==> src/rtl/counter_step_ctrl.sv <==
// Step sequencer for counter_8bit: walks Q to a commanded target one count per cycle.
// Optional abort input is built in when CNT_CTRL_ABORT_EN is defined.
//
// state | meaning
// ------+-------------------------------------------------------------
// IDLE  | ready for a command; E low, M holds its last value
// RUN   | E high, stepping Q toward tgt and checking Q against exp_cnt
// FIN   | move complete; done pulses for this one cycle
module counter_step_ctrl #(
    parameter int WIDTH = 8
) (
    input  logic             Clk,
    input  logic             Reset,
    input  logic             cmd_valid,
    output logic             cmd_ready,
    input  logic [WIDTH-1:0] cmd_target,
    input  logic [WIDTH-1:0] cnt_q,
    output logic             E,
    output logic             M,
    output logic             busy,
    output logic             done,
    output logic             err
`ifdef CNT_CTRL_ABORT_EN
    ,
    input  logic             abort
`endif
);

    typedef enum logic [1:0] {
        IDLE = 2'd0,
        RUN  = 2'd1,
        FIN  = 2'd2
    } state_t;

    state_t           state, state_nxt;
    logic             e_nxt, m_nxt, err_nxt;
    logic [WIDTH-1:0] tgt, tgt_nxt;
    logic [WIDTH-1:0] exp_cnt, exp_nxt, exp_step;
    logic             abort_req;

`ifdef CNT_CTRL_ABORT_EN
    assign abort_req = abort;
`else
    assign abort_req = 1'b0;
`endif

    // Count the counter should show after the step currently being applied.
    assign exp_step = M ? exp_cnt + WIDTH'(1) : exp_cnt - WIDTH'(1);

    assign cmd_ready = (state == IDLE);
    assign busy      = (state != IDLE);
    assign done      = (state == FIN) && !abort_req;

    always_ff @(posedge Clk or negedge Reset) begin
        if (!Reset) begin
            state   <= IDLE;
            E       <= 1'b0;
            M       <= 1'b1;
            err     <= 1'b0;
            tgt     <= '0;
            exp_cnt <= '0;
        end else begin
            state   <= state_nxt;
            E       <= e_nxt;
            M       <= m_nxt;
            err     <= err_nxt;
            tgt     <= tgt_nxt;
            exp_cnt <= exp_nxt;
        end
    end

    always_comb begin
        state_nxt = state;
        e_nxt     = E;
        m_nxt     = M;
        err_nxt   = err;
        tgt_nxt   = tgt;
        exp_nxt   = exp_cnt;
        case (state)
            IDLE: begin
                if (cmd_valid) begin
                    tgt_nxt = cmd_target;
                    exp_nxt = cnt_q;
                    err_nxt = 1'b0;
                    if (cmd_target > cnt_q) begin
                        m_nxt     = 1'b1;
                        e_nxt     = 1'b1;
                        state_nxt = RUN;
                    end else if (cmd_target < cnt_q) begin
                        m_nxt     = 1'b0;
                        e_nxt     = 1'b1;
                        state_nxt = RUN;
                    end else begin
                        state_nxt = FIN;
                    end
                end
            end
            RUN: begin
                if (abort_req) begin
                    e_nxt     = 1'b0;
                    state_nxt = IDLE;
                end else if (cnt_q != exp_cnt) begin
                    // Counter did not follow; stop driving it and flag the loss of tracking.
                    e_nxt     = 1'b0;
                    err_nxt   = 1'b1;
                    state_nxt = IDLE;
                end else if (E) begin
                    exp_nxt = exp_step;
                    if (exp_step == tgt) begin
                        e_nxt     = 1'b0;
                        state_nxt = FIN;
                    end
                end
            end
            FIN: begin
                state_nxt = IDLE;
            end
            default: begin
                e_nxt     = 1'b0;
                state_nxt = IDLE;
            end
        endcase
    end

endmodule

==> config.mk <==
export PLATFORM = sky130hd
export DESIGN_NAME = counter_step_ctrl
export DESIGN_NICKNAME = d
export VERILOG_FILES = /design/src/rtl/counter_step_ctrl.sv
export SDC_FILE = /design/constraint.sdc
export NUM_CORES = 1
export LEC_CHECK = 0
export ABC_CLOCK_PERIOD_IN_PS = 6350
export BUFFER_PORTS_ARGS = -buffer_cell sky130_fd_sc_hd__buf_2
export CAP_MARGIN = 20
export CORE_ASPECT_RATIO = 1.2
export CORE_MARGIN = 2
export CORE_UTILIZATION = 55
export DETAILED_ROUTE_END_ITERATION = 16
export PLACE_DENSITY = 0.78
export SYNTH_ARGS = -nofsm -noshare
export SYNTH_HDL_FRONTEND = slang
export SYNTH_SLANG_ARGS = --single-unit
==> constraint.sdc <==
create_clock -name Clk -period 6.35 [get_ports Clk]
set_input_delay 0.3175 -clock Clk [delete_from_list [all_inputs] [get_ports Clk]]
set_output_delay 0.3175 -clock Clk [all_outputs]
set_load 0.005 [all_outputs]
==> flow_summary.ini, run 1 <==
[placement]
finalWeightedCongestion = 0.878
place.detailed.hpwl_mm = 2.84
placed_area_um2 = 1700
port_buffers = 24

[die]
dieHeight_um = 62.2
io_pins = 25
core_um2 = 2730
start_util_pct = 56.9
die-width_um = 52.5
die-area_um2 = 3270
rows = 21

[yosys]
avgSynthCellArea_um2 = 8.59
synth-main-ff-cell = dfrtp_1
yosysTopAreaCellShare_pct = 32.2
syn_nets = 215
synth_area_um2 = 1550
synth_cells = 181
ys_seq_area_share_pct = 33.9
async_flop_share_pct = 100
yosys-top-cells-area = dfrtp_1, ha_1, nand2_1
synth_warnings = 0
yosys-top-cells-count = nand2_1, dfrtp_1, nor2_1
synth_edf_count = 0
yosys.cell_types.count = 35
yosysMostFrequentCell = nand2_1
yosysTopAreaCell = dfrtp_1
synth_seq_cells = 21

[clock_network]
clock_sinks = 21
clk_latency_ns = 0.30
cts_htree_levels = 1
cts_made_buffers = 3
clk_pin_slew_worst_paths_ns = 0.12
cts_root_buf = clkbuf_4
cts_tree = built
cts_max_path_buffers = 2
post_cts_buffers = 0

[sta]
finalHoldViolations = 0
finalCritPeriodShare_pct = 42.8
setup_viol_count_final = 0
relSlewSlack_pct = 64.5
max_freq_mhz = 368
fin_crit_ns = 2.72
finalSetupTns_ns = 0
drv_slew = 0
rsz0062_at_grt = false
finalClockSkew_ns = 0.00915
tightest_slew_ns = 0.532

[pwr]
p_leak_uw = 0.000867
p_per_area_nw_per_um2 = 336
ir_drop_mv = 0.201

[setup_path]
crit_arrival_ns = 2.91
path_buf_inv = 1
end_kind = register
critPathTopFamily = flip-flops
critical-path-max-stage-delay_ns = 0.59
cp_slowest_cell = dfstp_2
start_kind = register
crit_chain = inv_1 > ha_1 > nand2_1 > o31ai_2 > xor2_1 > xor2_1 > nor4_1 > nand3_1 > a41o_1
crit_fanout = 7
cpMostUsedCell = xor2_1
crit_type = register to register
required_ns = 6.54

[routing]
ant_nets = 0
vias = 1346
viasPerCell = 5.61
drc = 0
drt_iter0_drc = 33
wl_mm = 3.53
wl_per_cell_um = 14.7
first_pass_iters = 4

[final_layout]
n_antenna_cell = 0
final_area_um2 = 1740
fill_cells = 241
nets = 241
layout-area-overhead-vs-synth_pct = 11.8
drive_gt1_share_pct = 16.5

[grt]
grt_util_all_layers_pct = 24.2
grt_pass1_wl_mm = 6.07
grt_max_degree = 22
grt_pass1_vias = 1331
antenna_found_initial = 0
grt-ovfl-total = 0

[flow_run]
drv_cap = 0

[worst_hold_path]
min_path_type = input pin to register

[status]
status = complete, no violations
==> flip-flops by register name, indices dropped and copies added (netlist names) <==
name	cells
M	1
E	1
err	1
state	2
exp_cnt	8
tgt	8
==> kinds of logic (layout without fill, tap and decap cells) <==
logic type,Yosys count,in the layout,share of synthesized area (%)
AOI/OAI and AO/OA,37,37,14.8
xor gates and xnor gates,22,22,14.3
adders and majority gates,15,15,12.6
buffers and inverters,18,43,4.35
DFF,21,21,33.9
muxes,3,3,1.93
and+or+nand+nor,65,65,18.1
==> final cells by class <==
class                           count  area, um2  area share, %
Inverter                           14       52.6           3.02
Timing Repair Buffer               25        130           7.49
Tap cell                           34       42.5           2.45
Sequential cell                    21        527           30.3
Multi-Input combinational cell    142        960           55.2
Clock buffer                        4       26.3           1.51
==> report_power, final <==
group	internal [uW]	leakage (uW)	switching, uW
combinational	154	0.000603	172
clock	24.4	0.0000150	40.3
sequential	162	0.000249	30.0
==> path summary, 6_finish.rpt <==
path	slack (ns)	to	startpoint	cells after the start
setup / recovery	3.63	E	M	9
hold reg to reg	0.53	tgt[7]	tgt[7]	2
min in group asynchronous	0.48	tgt[3]	Reset	2
max in group asynchronous	5.52	M	Reset	2
hold / removal	0.22	tgt[1]	cmd_target[1]	3
setup reg to reg	3.63	E	M	9
==> placed cells by master (no fill, tap or decap), types with 3 or more instances in the layout <==
master and instances:
o21ai_0 9, clkbuf_4 3, xor2_1 7, a21oi_1 14, buf_2 24, ha_1 14, inv_1 14, nand3_1 3
nor2_1 17, nand2_1 33, xnor2_1 12, mux2i_1 3, dfrtp_1 20, nand4_1 5
==> layer usage <==
metal	GRT usage [%]	vias up	wire length [um]
met1	31.8	647	1560
met3	3.85	6	108
met2	40.5	24	1810
li1	-	669	-
met5	0	-	0
met4	6.73	0	51
==> per-stage QoR <==
stage	worst slack, ns	total power (uW)	utilization [%]	hold WS, ns	cells
3_5_place_dp	3.68	514	62.3	0.298	235
4_1_cts	3.64	582	63.6	0.223	240
3_3_place_gp	3.81	500	62.3	0.304	235
5_1_grt	3.46	627	63.6	0.222	240
2_1_floorplan	3.89	442	-	0.0219	181
6_report	3.63	583	63.6	0.222	240
==> worst reg2reg max path: stages, from the launching register on <==
cell     delay, ns
dfstp_2       0.59
inv_1         0.14
ha_1          0.41
nand2_1       0.09
o31ai_2       0.28
xor2_1        0.29
xor2_1        0.10
nor4_1        0.29
nand3_1       0.15
a41o_1        0.26
==> timing repair <==
| action | in CTS | in global routing |
|---|---|---|
| endpoints found under the hold margin | 20 | 0 |
| hold buffers | 1 | 0 |
| gates resized for setup | 0 | 0 |
Power figures use the tool's default switching activity.
==> run 2, diff against run 1 <==
==> config.mk (replaced) <==
export PLATFORM = sky130hd
export DESIGN_NAME = counter_step_ctrl
export DESIGN_NICKNAME = d
export VERILOG_FILES = /design/src/rtl/counter_step_ctrl.sv
export SDC_FILE = /design/constraint.sdc
export NUM_CORES = 1
export LEC_CHECK = 0
export ABC_CLOCK_PERIOD_IN_PS = 2390
export BUFFER_PORTS_ARGS = -buffer_cell sky130_fd_sc_hd__buf_2
export CAP_MARGIN = 20
export CORE_ASPECT_RATIO = 1.2
export CORE_MARGIN = 2
export CORE_UTILIZATION = 51
export DETAILED_ROUTE_END_ITERATION = 16
export PLACE_DENSITY = 0.76
export SYNTH_ARGS = -nofsm -noshare
export SYNTH_HDL_FRONTEND = slang
export SYNTH_SLANG_ARGS = --single-unit
==> constraint.sdc (replaced) <==
create_clock -name Clk -period 2.39 [get_ports Clk]
set_input_delay 0.1195 -clock Clk [delete_from_list [all_inputs] [get_ports Clk]]
set_output_delay 0.1195 -clock Clk [all_outputs]
set_load 0.005 [all_outputs]
==> flow_summary.ini, run 2 (synthesized netlist as in run 1, its figures left out) <==
[status]
status = finished with violations
failed_checks = setup timing

[routing]
drc = 0
viasPerCell = 5.80
wl_mm = 4.19
first_pass_iters = 4
vias = 1491
wl_per_cell_um = 16.3
drt_iter0_drc = 64
ant_nets = 0

[sta]
rsz0062_at_grt = true
finalCritPeriodShare_pct = 103
final.setup.worst_slack_ns = -0.0787
max_freq_mhz = 405
hold_slack_ns = 0.0196
finalHoldViolations = 0
drv_slew = 0
fin_crit_ns = 2.47
relSlewSlack_pct = 63.0
setup_viol_count_final = 3
finalSetupTns_ns = -0.210
tightest_slew_ns = 0.553
finalClockSkew_ns = 0.00297

[placement]
placed_area_um2 = 1790
finalWeightedCongestion = 0.918
place.detailed.hpwl_mm = 2.94
port_buffers = 24

[pwr]
p_per_area_nw_per_um2 = 986
ir_drop_mv = 0.686
p_leak_uw = 0.000960

[clock_network]
cts_tree = built
clock_sinks = 21
cts_max_path_buffers = 2
cts_made_buffers = 3
cts_htree_levels = 1
clk_latency_ns = 0.31
clk_pin_slew_worst_paths_ns = 0.13
cts_root_buf = clkbuf_4

[die]
die-width_um = 54.4
core_um2 = 2840
dieHeight_um = 64.5
start_util_pct = 54.8
rows = 21
io_pins = 25
die-area_um2 = 3510

[grt]
grt_max_degree = 22
grt-ovfl-total = 0
grt_pass1_wl_mm = 6.66
antenna_found_initial = 0
grt_pass1_vias = 1455
grt_util_all_layers_pct = 25.7

[final_layout]
nets = 258
utilization_pct = 70.0
drive_gt1_share_pct = 29.1
layout_common_cells = nand2_1, buf_2, dfrtp_1
n_antenna_cell = 0
largestRegisters = exp_cnt (8), tgt (8), state (2)
final_area_um2 = 1990
layout-area-overhead-vs-synth_pct = 27.9
final_common_cell = nand2_1

[setup_path]
crit_fanout = 6
required_ns = 2.60
end_kind = register
start_kind = register
crit_type = register to register
crit_arrival_ns = 2.68

[worst_hold_path]
min_path_type = input pin to register

[flow_run]
drv_cap = 0
[run 2: cell count changes in the layout (fill, tap and decap cells not counted), sizes merged]
cell,delta
buf,+17
[run 2: cell type report]
type	count	area, um2
Clock buffer	4	26.3
Fill cell	211	851
Inverter	14	57.6
Multi-Input combinational cell	142	1080
Sequential cell	21	527
Tap cell	34	42.5
Timing Repair Buffer	42	258
[run 2: worst paths after layout]
kind	cells after the start	slack (ns)	startpoint	endpoint
max in group asynchronous	2	1.74	Reset	M
worst min register to register	2	0.53	tgt[2]	tgt[2]
worst min-delay path	3	0.02	cmd_target[6]	tgt[6]
worst max-delay path	9	-0.08	M	E
worst max register to register	9	-0.08	M	E
min in group asynchronous	2	0.29	Reset	tgt[3]
[run 2: routing by layer]
metal	global-route usage (%)	routed length, um	vias to the layer above	part of all wire [%]
met1	33.6	1770	732	42
li1	-	-	699	-
met5	0	0	-	0
met4	7.81	116	0	2.8
met2	43.1	2120	50	51
met3	3.23	183	10	4.4
[run 2: power by group]
part / switching (uW) / leakage [uW] / total [uW] / internal (uW)
sequential: 86.8 / 0.000249 / 517 / 430
combinational: 602 / 0.000697 / 1260 / 658
clock: 117 / 0.0000150 / 182 / 65.1
total: 806 / 0.000960 / 1960 / 1150
[run 2: what timing repair did]
item,4_1_cts,5_1_grt
pin swaps,12,5
gates cloned,0,0
hold buffers,1,0
endpoints found under the hold margin,20,0
setup endpoints to repair,3,4
gates resized for setup,14,3
setup buffers,4,4
[run 2: worst max-delay path, cell delays in order (launching register included)]
cell	delay, ns
dfstp_2	0.61
inv_6	0.07
ha_4	0.25
a211oi_4	0.28
o31ai_4	0.13
xor2_2	0.20
xor2_1	0.18
nor4_2	0.30
nand3_1	0.14
a41o_1	0.20
[run 2: through the flow]
| stage | power, uW | cells | setup WS (ns) |
|---|---|---|---|
| floorplan | 1200 | 181 | 0.00322 |
| global placement | 1400 | 244 | -0.00540 |
| detailed placement | 1440 | 244 | -0.0874 |
| CTS | 1820 | 253 | -0.00872 |
| global route | 2080 | 257 | -0.152 |
| finish | 1960 | 257 | -0.0787 |
